[config.mk]
export PLATFORM = sky130hd
export DESIGN_NAME = dem_sat_cnt
export DESIGN_NICKNAME = d
export VERILOG_FILES = /design/src/rtl/dem_sat_cnt.sv
export SDC_FILE = /design/constraint.sdc
export NUM_CORES = 1
export LEC_CHECK = 0
export ABC_AREA = 1
export BUFFER_PORTS_ARGS = -buffer_cell sky130_fd_sc_hd__buf_2
export CAP_MARGIN = 20
export CORE_AREA = 2 2 44 46
export CTS_BUF_LIST = sky130_fd_sc_hd__clkbuf_4
export CTS_CLUSTER_DIAMETER = 120
export DETAILED_ROUTE_END_ITERATION = 7
export DIE_AREA = 0 0 46 48
export PLACE_DENSITY = 0.44
export SYNTH_ARGS = -nofsm -noshare
export SYNTH_HDL_FRONTEND = slang
export SYNTH_SLANG_ARGS = --single-unit
export TNS_END_PERCENT = 100
[constraint.sdc]
create_clock -name clk -period 3.2 [get_ports clk]
set_input_delay 0.48 -clock clk [delete_from_list [all_inputs] [get_ports clk]]
set_output_delay 0.48 -clock clk [all_outputs]
set_load 0.02 [all_outputs]
[src/rtl/dem_sat_cnt.sv]
// Saturating up-counter with synchronous clear; holds at all-ones.
module dem_sat_cnt #(
  parameter int W = 8
) (
  input  logic         clk,
  input  logic         rs,
  input  logic         inc,
  output logic [W-1:0] cnt
);

  always_ff @(posedge clk) begin
    if (rs)
      cnt <= '0;
    else if (inc && (cnt != {W{1'b1}}))
      cnt <= cnt + 1'b1;
  end

endmodule

==> impl_results.md <==
* Status: complete, no violations
* Cell Chain, Critical Path: buf_2
* Max_slew headroom at 82.91%
* DRC at 0
* CTS tree: yes
* Ys async rst share at 0%
* Vias per inst at 4.486
* Post-synth top area share at 33.07%
* I/O pin cnt at 11
* Nets at 94
* Post-synth EDFFs at 0
* Port Buffers at 10
* Resized cells post-CTS at 0
* Gp weighted congestion at roughly 0.73
* Post-DP Area at 536.8 µm²
* Synth Register Bits at 8
* Initial antenna violation count at 0
* Rows at 15
* Final hold viol count at 0
* Total GRT Usage at 11.27%
* Clock skew at 2.966 ps
* Starting Density at 28.67%
* Routed WL per cell at 9.590 µm
* RSZ-0062 raised after global routing: false
* Hold Crit Class: input port to flip-flop
* Worst Path Max Fanout at 7
* Max Cap Viol at 0
* WP buf/inv at 1
* Reg clk slew, reported paths at 60 ps
* Syn. warnings at 0
* Max reg flops at 8
* Largest regs: cnt (8)
* Max Slew Vio Count at 0
* Worst-Skew Late Latency at 250 ps
* WS Path Type: flip-flop to output pin
* P_leak at 0.0002879 µW
* Syn Area/Cell at 6.288 µm²
* Final Util at between 30 and 40%
* Overflow after GRT at 0
* Fin crit period at 1411 ps
* Worst slew pin tran at 255.9 ps
* First-pass GRT wire length at 1676 µm
* Clock buffer depth at 2
* Most flop-heavy register: cnt
* Area growth syn-to-layout at 15.50%
* WL final at 1007 µm
* Synthesized area at 484.2 µm²
* Number of global-route vias before repair at 408
* Share of cells above drive strength 1 at 23.86%
* Dpl hpwl at around 760 µm
* Setup TNS after final layout at 0 ps
* Top post-synthesis cells by area: dfxtp_1 33%, nand2_1 16%, nor2_1 12%
* Die area at 0.002208 mm²
* Antenna cells at 0
* Setup crit start kind: flip-flop
* Clock sink total at 8
* Die Y at 48 µm
* Peak supply drop at 105.3 µV
* Cell family with most CP delay: flip-flops
* Number of DRC markers in iteration 0 at 6
* Syn_nets at 81
* Post-CTS setup buffer count at 0
* Fmax at roughly 0.71 GHz
* Synth Flop Type: dfxtp_1
* Most numerous cell in the Yosys netlist: nand2_1
* Cts bufs inserted at 3
* Crit-path slowest cell: dfxtp_1
* Largest net degree at the start of global routing at 13
* H-tree depth at 1
* Pwr dens at 366.8 mW/mm²
* ANT nets after route at 0
* Crit-path max cell delay at 460 ps
* Clock root cell: clkbuf_4
* Drt first pass iters at 3
* Synth area leader: dfxtp_1
* Die width at 46 µm
* Fin crit share at 44.10%
* Design area at 559.3 µm²
* Total number of vias at 471
* WP data arrival at roughly 930 ps
* Final setup viols at 0
* Cells after Synth at 77
* Hold bufs inserted after CTS at 0
* Worst Path Required at 2720 ps
* Commonest cells in the synthesized netlist: 20 x nand2_1, 15 x nor2_1, 9 x inv_1
* Sequential element share of the synthesized area at 33.07%
* Core area at 0.001689 mm²
* Yosys cell types at 15
* Element type at the critical path end: output pin
## tightest hold or removal path: cells and delay by family
| kind | cells | cell delay (ps) |
|---|---|---|
| AO/OA/AOI/OAI | 1 | 60 |
| AND/OR/NAND/NOR | 1 | 40 |
| buffers and inverters | 2 | 120 |
## area by class of cell
class	instances	area, µm²
tap	17	21.27
multi-input combinational	56	264.0
inverter	11	41.29
timing repair buffer	10	50.05
fill	183	1130
sequential	8	160.2
clock buffer	3	22.52
## final timing paths
| path | startpoint | slack (ps) | to | depth (start not counted) |
|---|---|---|---|---|
| worst min-delay path | rs | 490 | cnt[2] | 4 |
| worst min register to register | cnt[6] | 490 | cnt[6] | 2 |
| worst max register to register | cnt[0] | 1930 | cnt[0] | 6 |
| worst max-delay path | cnt[3] | 1790 | cnt[3] | 1 |
## cell usage in the layout, fill, tap and decap left out
| master | instances |
|---|---|
| a21oi_1 | 6 |
| buf_2 | 10 |
| clkbuf_4 | 3 |
| dfxtp_1 | 8 |
| ha_1 | 1 |
| inv_1 | 9 |
| inv_2 | 2 |
| nand2_1 | 20 |
| nand2_2 | 1 |
| nand3_1 | 7 |
| nand3_2 | 2 |
| nand3b_2 | 1 |
| nor2_1 | 15 |
| nor2_2 | 2 |
| o21ai_1 | 1 |
## layer usage
layer | track usage [%] | routed length (µm) | up-vias
met2 | 16.39 | 431 | 8
met4 | 6.857 | 14 | 0
met5 | 0 | 0 | -
met1 | 13.87 | 512 | 200
met3 | 4.528 | 49 | 2
li1 | - | - | 261
## report_power, final
part / switching (µW) / internal, µW / leakage (µW)
Sequential: 3.24 / 102 / 0.0000650
Combinational: 12.1 / 7.80 / 0.000209
Clock: 36.8 / 43.1 / 0.0000138
## stage by stage
step / hold slack, ps / std cells / power [µW] / setup WS (ps)
4_1_cts: 476.5 / 105 / 210.3 / 1770
3_5_place_dp: 470.5 / 102 / 127.9 / 1923
5_1_grt: 498.8 / 105 / 217.8 / 1739
3_3_place_gp: 470.4 / 102 / 128.2 / 1941
6_report: 485.2 / 105 / 205.1 / 1789
2_1_floorplan: 540.0 / 77 / 122.0 / 1856
## cell families after synthesis
group	after synthesis	synth area share, %
AOI/OAI and AO/OA	7	7.234
adders and majority gates	1	2.584
buffers and inverters	13	12.40
DFF	8	33.07
and+or+nand+nor	48	44.70
(Power assumes the default switching activity.)
